<file path="src/rtl/ls_mem_access_pkg.sv">
// Shared types and constants for the ls_mem_access load/store stage.
// Imported by the interface-level logic, the lane aligner and the top module.
package ls_pkg;

    typedef enum logic [1:0] {
        LS_BYTE = 2'd0,
        LS_HALF = 2'd1,
        LS_WORD = 2'd2,
        LS_RSVD = 2'd3
    } ls_size_e;

    typedef enum logic [1:0] {
        IDLE,
        ACCESS,
        RESP,
        ERR
    } ls_state_e;

    localparam int unsigned LS_TIMEOUT_DEFAULT = 16;

    // Reserved size or a halfword/word not aligned to its own width.
    function automatic logic ls_bad_access(input ls_size_e size, input logic [1:0] addr_lo);
        case (size)
            LS_BYTE: return 1'b0;
            LS_HALF: return addr_lo[0];
            LS_WORD: return (addr_lo != 2'b00);
            default: return 1'b1;
        endcase
    endfunction

endpackage

</file>
<file path="src/rtl/ls_mem_access_if.sv">
// Word-addressed memory port with req/ack handshake used by ls_mem_access.
// master = access stage, slave = memory.
interface ls_mem_access_if;

    logic        mem_req;
    logic        mem_we;
    logic [31:0] mem_addr;
    logic [3:0]  mem_be;
    logic [31:0] mem_wdata;
    logic [31:0] mem_rdata;
    logic        mem_ack;

    modport master (
        output mem_req,
        output mem_we,
        output mem_addr,
        output mem_be,
        output mem_wdata,
        input  mem_rdata,
        input  mem_ack
    );

    modport slave (
        input  mem_req,
        input  mem_we,
        input  mem_addr,
        input  mem_be,
        input  mem_wdata,
        output mem_rdata,
        output mem_ack
    );

endinterface

</file>
<file path="src/rtl/ls_mem_access_lane_align.sv">
// Combinational lane steering: byte enables, store-data replication and
// right-justified, zero-filled load extraction (little-endian).
module ls_lane_align
    import ls_pkg::*;
(
    input  ls_size_e    size,
    input  logic [1:0]  addr_lo,
    input  logic [31:0] wdata,
    input  logic [31:0] rdata,
    output logic [3:0]  be,
    output logic [31:0] wdata_lanes,
    output logic [31:0] rdata_aligned
);

    always_comb begin
        be            = '0;
        wdata_lanes   = '0;
        rdata_aligned = '0;
        case (size)
            LS_BYTE: begin
                be            = 4'b0001 << addr_lo;
                wdata_lanes   = {4{wdata[7:0]}};
                rdata_aligned = {24'b0, rdata[{addr_lo, 3'b000} +: 8]};
            end
            LS_HALF: begin
                be            = 4'b0011 << {addr_lo[1], 1'b0};
                wdata_lanes   = {2{wdata[15:0]}};
                rdata_aligned = {16'b0, rdata[{addr_lo[1], 4'b0000} +: 16]};
            end
            LS_WORD: begin
                be            = 4'b1111;
                wdata_lanes   = wdata;
                rdata_aligned = rdata;
            end
            default: begin
                be            = '0;
                wdata_lanes   = '0;
                rdata_aligned = '0;
            end
        endcase
    end

endmodule

</file>
<file path="src/rtl/ls_mem_access.sv">
// Load/store memory-access stage: latches one request, runs the req/ack handshake
// and lane-aligns data. Define LS_TIMEOUT_EN to abort accesses after TIMEOUT_CYCLES.
module ls_mem_access
    import ls_pkg::*;
#(
    parameter int unsigned TIMEOUT_CYCLES = LS_TIMEOUT_DEFAULT
) (
    input  logic               clk,
    input  logic               reset,
    input  logic               start,
    input  logic               is_load,
    input  logic [1:0]         size,
    input  logic [31:0]        addr,
    input  logic [31:0]        wdata,
    output logic               busy,
    output logic               done,
    output logic               err,
    output logic [31:0]        load_data,
    ls_mem_access_if.master    mem
);

    if (TIMEOUT_CYCLES == 0) begin : g_bad_cfg
        $error("ls_mem_access: TIMEOUT_CYCLES must be at least 1");
    end

    ls_state_e   state_q, state_d;
    logic        is_load_q, is_load_d;
    ls_size_e    size_q, size_d;
    logic [31:0] addr_q, addr_d;
    logic [31:0] wdata_q, wdata_d;
    logic [31:0] load_data_q, load_data_d;
    logic        busy_q, busy_d;
    logic        done_q, done_d;
    logic        err_q, err_d;
    logic        mem_req_q, mem_req_d;

    logic [3:0]  lane_be;
    logic [31:0] lane_wdata;
    logic [31:0] lane_rdata;
    logic        timeout;

    ls_lane_align u_lane_align (
        .size          (size_q),
        .addr_lo       (addr_q[1:0]),
        .wdata         (wdata_q),
        .rdata         (mem.mem_rdata),
        .be            (lane_be),
        .wdata_lanes   (lane_wdata),
        .rdata_aligned (lane_rdata)
    );

`ifdef LS_TIMEOUT_EN
    localparam int unsigned CNT_W = $clog2(TIMEOUT_CYCLES + 1);

    logic [CNT_W-1:0] cnt_q, cnt_d;

    // Counts un-acked ACCESS cycles; any other state (or an ack) restarts it at zero.
    always_comb begin
        cnt_d = '0;
        if (state_q == ACCESS && !mem.mem_ack) begin
            cnt_d = cnt_q + 1'b1;
        end
    end

    always_ff @(posedge clk) begin
        if (reset) begin
            cnt_q <= '0;
        end else begin
            cnt_q <= cnt_d;
        end
    end

    assign timeout = (cnt_q == CNT_W'(TIMEOUT_CYCLES - 1));
`else
    assign timeout = 1'b0;
`endif

    always_comb begin
        state_d     = state_q;
        is_load_d   = is_load_q;
        size_d      = size_q;
        addr_d      = addr_q;
        wdata_d     = wdata_q;
        load_data_d = load_data_q;

        case (state_q)
            IDLE: begin
                if (start) begin
                    is_load_d = is_load;
                    size_d    = ls_size_e'(size);
                    addr_d    = addr;
                    wdata_d   = wdata;
                    state_d   = ls_bad_access(ls_size_e'(size), addr[1:0]) ? ERR : ACCESS;
                end
            end
            ACCESS: begin
                // An ack on the same edge the count expires takes priority.
                if (mem.mem_ack) begin
                    if (is_load_q) begin
                        load_data_d = lane_rdata;
                    end
                    state_d = RESP;
                end else if (timeout) begin
                    state_d = ERR;
                end
            end
            RESP:    state_d = IDLE;
            ERR:     state_d = IDLE;
            default: state_d = IDLE;
        endcase

        busy_d    = (state_d != IDLE);
        done_d    = (state_d == RESP) || (state_d == ERR);
        err_d     = (state_d == ERR);
        mem_req_d = (state_d == ACCESS);
    end

    always_ff @(posedge clk) begin
        if (reset) begin
            state_q     <= IDLE;
            is_load_q   <= 1'b0;
            size_q      <= LS_BYTE;
            addr_q      <= '0;
            wdata_q     <= '0;
            load_data_q <= '0;
            busy_q      <= 1'b0;
            done_q      <= 1'b0;
            err_q       <= 1'b0;
            mem_req_q   <= 1'b0;
        end else begin
            state_q     <= state_d;
            is_load_q   <= is_load_d;
            size_q      <= size_d;
            addr_q      <= addr_d;
            wdata_q     <= wdata_d;
            load_data_q <= load_data_d;
            busy_q      <= busy_d;
            done_q      <= done_d;
            err_q       <= err_d;
            mem_req_q   <= mem_req_d;
        end
    end

    assign busy      = busy_q;
    assign done      = done_q;
    assign err       = err_q;
    assign load_data = load_data_q;

    // Bus fields are forced to zero outside a request so the port idles cleanly.
    assign mem.mem_req   = mem_req_q;
    assign mem.mem_we    = mem_req_q & ~is_load_q;
    assign mem.mem_addr  = mem_req_q ? {addr_q[31:2], 2'b00} : '0;
    assign mem.mem_be    = mem_req_q ? lane_be : '0;
    assign mem.mem_wdata = mem_req_q ? lane_wdata : '0;

endmodule

</file>
<file path="src/flat_wrapper.sv">
// flat-port wrapper written by rule: the top's interface ports become plain ports
module ls_mem_access_flat import ls_pkg::*;
#(
    parameter int unsigned TIMEOUT_CYCLES = LS_TIMEOUT_DEFAULT
)
  (clk, reset, start, is_load, size, addr, wdata, busy, done, err, load_data, mem_mem_req, mem_mem_we, mem_mem_addr, mem_mem_be, mem_mem_wdata, mem_mem_rdata, mem_mem_ack);
  ls_mem_access_if mem_i ();
  input  logic clk;
  input  logic reset;
  input  logic start;
  input  logic is_load;
  input  logic [1:0] size;
  input  logic [31:0] addr;
  input  logic [31:0] wdata;
  output logic busy;
  output logic done;
  output logic err;
  output logic [31:0] load_data;
  output wire logic [$bits(mem_i.mem_req)-1:0] mem_mem_req;
  output wire logic [$bits(mem_i.mem_we)-1:0] mem_mem_we;
  output wire logic [$bits(mem_i.mem_addr)-1:0] mem_mem_addr;
  output wire logic [$bits(mem_i.mem_be)-1:0] mem_mem_be;
  output wire logic [$bits(mem_i.mem_wdata)-1:0] mem_mem_wdata;
  input wire logic [$bits(mem_i.mem_rdata)-1:0] mem_mem_rdata;
  input wire logic [$bits(mem_i.mem_ack)-1:0] mem_mem_ack;
  assign mem_mem_req = mem_i.mem_req;
  assign mem_mem_we = mem_i.mem_we;
  assign mem_mem_addr = mem_i.mem_addr;
  assign mem_mem_be = mem_i.mem_be;
  assign mem_mem_wdata = mem_i.mem_wdata;
  assign mem_i.mem_rdata = mem_mem_rdata;
  assign mem_i.mem_ack = mem_mem_ack;
  ls_mem_access #(.TIMEOUT_CYCLES(TIMEOUT_CYCLES)) u_core (.clk(clk), .reset(reset), .start(start), .is_load(is_load), .size(size), .addr(addr), .wdata(wdata), .busy(busy), .done(done), .err(err), .load_data(load_data), .mem(mem_i));
endmodule
</file>
<file path="config.mk">
export PLATFORM = sky130hd
export DESIGN_NAME = ls_mem_access_flat
export DESIGN_NICKNAME = d
export VERILOG_FILES = /design/src/rtl/ls_mem_access_pkg.sv /design/src/rtl/ls_mem_access_if.sv /design/src/rtl/ls_mem_access_lane_align.sv /design/src/rtl/ls_mem_access.sv /design/src/flat_wrapper.sv
export SDC_FILE = /design/constraint.sdc
export NUM_CORES = 1
export LEC_CHECK = 0
export BUFFER_PORTS_ARGS = -buffer_cell sky130_fd_sc_hd__buf_2
export CORE_ASPECT_RATIO = 0.5
export CORE_MARGIN = 4
export CORE_UTILIZATION = 50
export CTS_CLUSTER_DIAMETER = 40
export DETAILED_ROUTE_END_ITERATION = 16
export PLACE_DENSITY_LB_ADDON = 0.25
export SETUP_SLACK_MARGIN = 0.4
export SLEW_MARGIN = 10
export SYNTH_ARGS = -nofsm -noshare
export SYNTH_HDL_FRONTEND = slang
export SYNTH_HIERARCHICAL = 1
export SYNTH_SLANG_ARGS = --single-unit
</file>
<file path="constraint.sdc">
create_clock -name clk -period 2.4 [get_ports clk]
set_input_delay 0.24 -clock clk [delete_from_list [all_inputs] [get_ports clk]]
set_output_delay 0.24 -clock clk [all_outputs]
set_load 0.05 [all_outputs]
</file>
Word level (Yosys, flattened, before mapping)
Index checks and enable logic that the tools add are counted.
Storage, ports and cells
  register bits: 105
  bits in latches: 0
  bits in writable memories: 0
  bits in read-only memories: 0
  memories kept: 0
Operators by class
  $add $sub $neg: 0
  multiply operators: 0
  divide/modulo/power cells: 0
  $lt $le $gt $ge: 0
  equality and inequality tests: 10
  shifts and indexed selects: 4
  mux-type cells: 13
  bitwise gates (word level): 2
  reduce and logical (&&, ||, !) cells: 9
Operators with widths (number)
  32-bit one-hot mux with 3 select lines: 2
  32-bit two-way mux: 2
  32-bit by 6-bit variable part select with 16-bit output: 1
  32-bit by 6-bit variable part select with 8-bit output: 1
  2-bit == test, second input constant: 6
  4-bit one-hot mux with 3 select lines: 1
  2-bit by 1-bit == test with 1-bit output, second input constant: 4
  2-bit logical NOT: 3
  2-bit two-way mux: 3
  2-bit one-hot mux with 3 select lines: 1
  4-bit two-way mux: 1
  2-bit nonzero test: 2
  1-bit by 2-bit << shifter with 4-bit output, first input constant: 1
  2-bit by 2-bit << shifter with 4-bit output, first input constant: 1
  1-bit one-hot mux with 3 select lines: 1
  3-bit AND reduction: 1
  1-bit two-way mux: 2
  2-bit AND reduction: 1
  2-bit OR reduction: 1
  1-bit AND: 1
  1-bit logical OR: 1
  1-bit NOT: 1

Depth between registers and ports, before layout
  word-level depth: 9
  depth in mapped cells: 7
  gate-level depth less buffers: 5

By module
Netlist, hierarchy kept.
By module, submodules not included
  ls_mem_access: times used 1, cells each 527, area an instance 4088.9 µm², sequential area each 2102.0 µm²
  ls_lane_align: times used 1, cells each 147, area an instance 868.3 µm², sequential area each 0.0 µm²

Least setup slack after synthesis
No wires, ideal clock.
  path kind: register to output
  start: reg u_core.size_q[1]
  end: out mem_mem_wdata[12]
  data arrival time: 1.675 ns
  path slack: 0.485 ns
  cell stages (with the launch flop): 7
  buffers on the path: 3
  path through: dfxtp_1 buf_1 buf_2 buf_2 a21oi_1 o21ai_0 and2_1
On the way
  longest elaborated chain between the ends: 3
RTL lines
  start, declared: RTL line ls_mem_access.sv:28  | ls_size_e size_q, size_d;
  start signal, assigned: RTL line ls_mem_access.sv:133  | size_q <= size_d;
  2-bit == test (tied with other cells): RTL line ls_mem_access_lane_align.sv:19  | case (size)
  32-bit one-hot mux with 3 select lines (*): RTL line ls_mem_access_lane_align.sv:19
  named net u_core.lane_wdata[12]: RTL line ls_mem_access.sv:38  | logic [31:0] lane_wdata;
  32-bit two-way mux (*): RTL line ls_mem_access.sv:154  | assign mem.mem_wdata = mem_req_q ? lane_wdata : '0;
  end, declared: RTL line flat_wrapper.sv:23  | output wire logic [$bits(mem_i.mem_wdata)-1:0] mem_mem_wdata;
The timed path passes the listed nets; every way through them passes the cells marked *.

Final worst setup path
  start: reg u_core.addr_q[0]
  end: out mem_mem_be[0]
On the way
  longest elaborated chain between the ends: 3
RTL lines
  start, declared: RTL line ls_mem_access.sv:29  | logic [31:0] addr_q, addr_d;
  start signal, assigned: RTL line ls_mem_access.sv:134  | addr_q <= addr_d;
  1-bit by 2-bit << shifter with 4-bit output: RTL line ls_mem_access_lane_align.sv:21  | be = 4'b0001 << addr_lo;
  4-bit one-hot mux with 3 select lines: RTL line ls_mem_access_lane_align.sv:19
  named net u_core.lane_be[0]: RTL line ls_mem_access.sv:37  | logic [3:0] lane_be;
  4-bit two-way mux: RTL line ls_mem_access.sv:153  | assign mem.mem_be = mem_req_q ? lane_be : '0;
  end, declared: RTL line flat_wrapper.sv:22  | output wire logic [$bits(mem_i.mem_be)-1:0] mem_mem_be;
The timed path passes the listed nets, and every way through them passes these cells.

==> flow_summary_export.csv <==
group,metric,value,unit
sta,fin_crit_sh,79.84,%
placement,place_ws,0.4971,ns
finish,mostFrequentLayoutCells,"nand2_1 (215), buf_2 (197), a21oi_1 (118), dfxtp_1 (102), and2_1 (90)",
yosys,ys_seq_elements,105,
placement,place_inst,973,
setup_path,cp-start-kind,"flop",
die,num_rows,25,
clock_network,clockBufferDepth,2,
finish,diodes,0,
power,power.density,631.7,nW/um^2
die,dieHeight,78.41,um
drt,viasPerCell,5.143,
finish,design_area,6349,sq um
finish,layout.cells.non_filler,989,
setup_path,cp_num_buf_inv,1,
placement,hpwlAfterDp,10.25,mm
die,ios,208,
grt,antenna_found_initial,0,
die,initial_core_util,51.96,%
hold_path,min_path_type,"in2reg",
clock_network,root_buffer,"clkbuf_16",
setup_path,crit_type,"reg2out",
sta,slew_violations,0,
clock_network,cts_buffers,9,
outcome,status,"completed",
yosys,yosysSeqAreaShare,42.40,%
sta,setup_violations,0,
sta,period_minus_slack,1.916,ns
yosys,netlist_instances,674,
die,dieWidth,148.8,um
yosys,synthXorXnorAreaFrac,0,%
yosys,ys_types,31,
power,p_leak,2.943,nW
drt,drc,0,
job,maxCapViolCount,0,
setup_path,worst_path_max_delay_cell,"or3b_4",
finish,drive_above_1_share,29.16,%
setup_path,critPathArrivalTime,1.68,ns
sta,final.setup_skew,0.003944,ns
yosys,synthMuxAreaShare,1.817,%
sta,hold_violations,0,
setup_path,cp-end-kind,"output port",
setup_path,required,2.16,ns
setup_path,crit_family,"simple AND/OR/NAND/NOR gates",
yosys,synth_area,4957,sq um
setup_path,crit_path_max_incr_delay,0.40,ns
grt,grt_max_degree,69,
sta,slew_headroom,54.05,%
clock_network,clkLatencyLatePin,0.34,ns
grt,grt_util_met3,5.940,%
grt,busiest_layer,"met2",
clock_network,path_clk_slew,0.07,ns
power,max-vdd-ir-drop,0.3939,mV
yosys,synth-compound-area-share,18.22,%
placement,dpl-instance-area,6002,sq um
sta,timing.fmax,521.9,MHz
setup_path,crit_path_cell_trace,"or3b_4, and3_4, and2_1, buf_4",
finish,area.growth.synth_to_final,28.07,%
sta,tns,0,ns
yosys,synth_warnings,6,
clock_network,clkSinkCount,105,
sta,rsz0062_at_grt,"false",
clock_network,cts_tree,"built",
yosys,yosys.area_share.simple,31.73,%
drt,postRouteWirelength,14.36,mm
finish,nNetsFinal,954,
placement,port_buffers,205,
drt,num_vias,5086,
grt,grtUsageMet1,30.31,%
yosys,synth_top_family_by_area,"simple AND/OR/NAND/NOR gates",
finish,final_common_cell,"nand2_1",
drt,first_pass_iters,5,
clock_network,htreeDepth,3,
yosys,syn_avg_cell_area,7.355,sq um
drt,antenna_left,0,
drt,drt_iter0_drc,306,
grt,grt_pass1_vias,4683,
sta,setup_slack,0.4838,ns
sta,worst_pin_slew,0.6893,ns
die,dieArea,11670,sq um
yosys,yosys.area_share.adder,0,%
drt,wl_per_cell,14.52,um
placement,gp_congestion,0.8726,
grt,grt_pass1_wl,22.29,mm
grt,overflow,0,
die,core_area,9540,sq um
grt,use_met2,39.79,%
grt,grt_use_total,23.65,%
setup_path,crit_fanout,9,
[metal layers]
| layer | routed length [um] | vias to the layer above | part of all wire (%) |
|---|---|---|---|
| met1 | 6172 | 2344 | 43 |
| li1 | - | 2533 | - |
| met5 | 0 | - | 0 |
| met4 | 209 | 0 | 1.5 |
| met2 | 6847 | 188 | 48 |
| met3 | 1131 | 21 | 7.9 |
[path summary, 6_finish.rpt]
check	from	endpoint	slack, ns	cells past startpoint
min reg2reg	u_core/addr_q[12]	u_core/addr_q[12]	0.45	2
min	addr[10]	u_core/addr_q[10]	0.13	3
max	u_core/addr_q[0]	mem_mem_be[0]	0.48	4
max reg2reg	u_core/state_q[0]	u_core/wdata_q[21]	0.66	4
[per-stage QoR]
| step | utilization, % | power, W | hold WS [ns] |
|---|---|---|---|
| 2_1_floorplan | - | 0.002441 | 0.3760 |
| 5_1_grt | 66.54 | 0.004188 | 0.1206 |
| 4_1_cts | 66.09 | 0.004038 | 0.1190 |
| 6_report | 66.54 | 0.004010 | 0.1331 |
| 3_3_place_gp | 62.91 | 0.002650 | 0.4372 |
| 3_5_place_dp | 62.91 | 0.002660 | 0.4420 |
[synthesized netlist by cell type]
library cell / instances / share of area, %
buf_4: 5 / 0.76
a21oi_1: 119 / 12
or3b_1: 2 / 0.35
and2b_1: 1 / 0.15
inv_1: 2 / 0.15
o221ai_1: 1 / 0.18
conb_1: 1 / 0.076
a221o_1: 8 / 1.6
and4b_1: 1 / 0.20
o21ai_0: 26 / 2.6
buf_6: 6 / 1.4
a21o_1: 8 / 1.2
nor3b_2: 1 / 0.25
nand3b_1: 1 / 0.15
and3b_1: 1 / 0.18
or2_2: 1 / 0.13
nor2b_1: 10 / 1.3
o21a_1: 2 / 0.30
nand2_1: 215 / 16
nand4b_1: 1 / 0.18
clkbuf_1: 32 / 2.4
buf_1: 2 / 0.15
nor2_1: 10 / 0.76
buf_2: 9 / 0.91
mux2i_1: 9 / 1.8
a31oi_1: 1 / 0.13
dfxtp_1: 105 / 42
a211oi_1: 1 / 0.15
and3_4: 1 / 0.23
and2_1: 90 / 11
nand2b_1: 2 / 0.25
[final cells by class]
class / instances / area (sq um)
multi-input combinational: 514 / 2619
sequential: 105 / 2106
inverter: 2 / 7.507
clock inverter: 2 / 15.01
clock buffer: 12 / 256.5
timing repair buffer: 219 / 1176
fill: 861 / 3192
tap: 135 / 168.9
[where the power goes]
group | internal, W | total, W | switching [W]
clock network | 0.000750 | 0.00137 | 0.000619
registers | 0.00183 | 0.00189 | 0.0000585
logic | 0.000266 | 0.000751 | 0.000485
[registers in the layout (all words and copies together) (netlist names)]
name                flops
u_core/busy             1
u_core/load_data       32
u_core/size_q           2
u_core/state_q          2
u_core/done             1
u_core/err              1
u_core/is_load_q        1
u_core/wdata_q         32
u_core/addr_q          32
u_core/mem.mem_req      1
[repair_timing]
item | CTS | global route
cloned | 0 | 0
buffers inserted | 0 | 2
endpoints found under the setup margin | 21 | 21
hold buffers | 0 | 0
hold endpoints to repair | 0 | 0
resized for setup | 10 | 13
[cells by family after synthesis]
family | after synthesis
other | 1
multiplexers | 9
AND/OR/NAND/NOR | 337
buffers and inverters | 56
AO/OA/AOI/OAI | 166
flip-flops | 105
[worst register-to-register path: stages (launching register included)]
cell and delay (ns):
dfxtp_1 0.37, or3b_2 0.76, buf_12 0.29, nand2_1 0.11, a21oi_1 0.06
(Power assumes the default switching activity.)
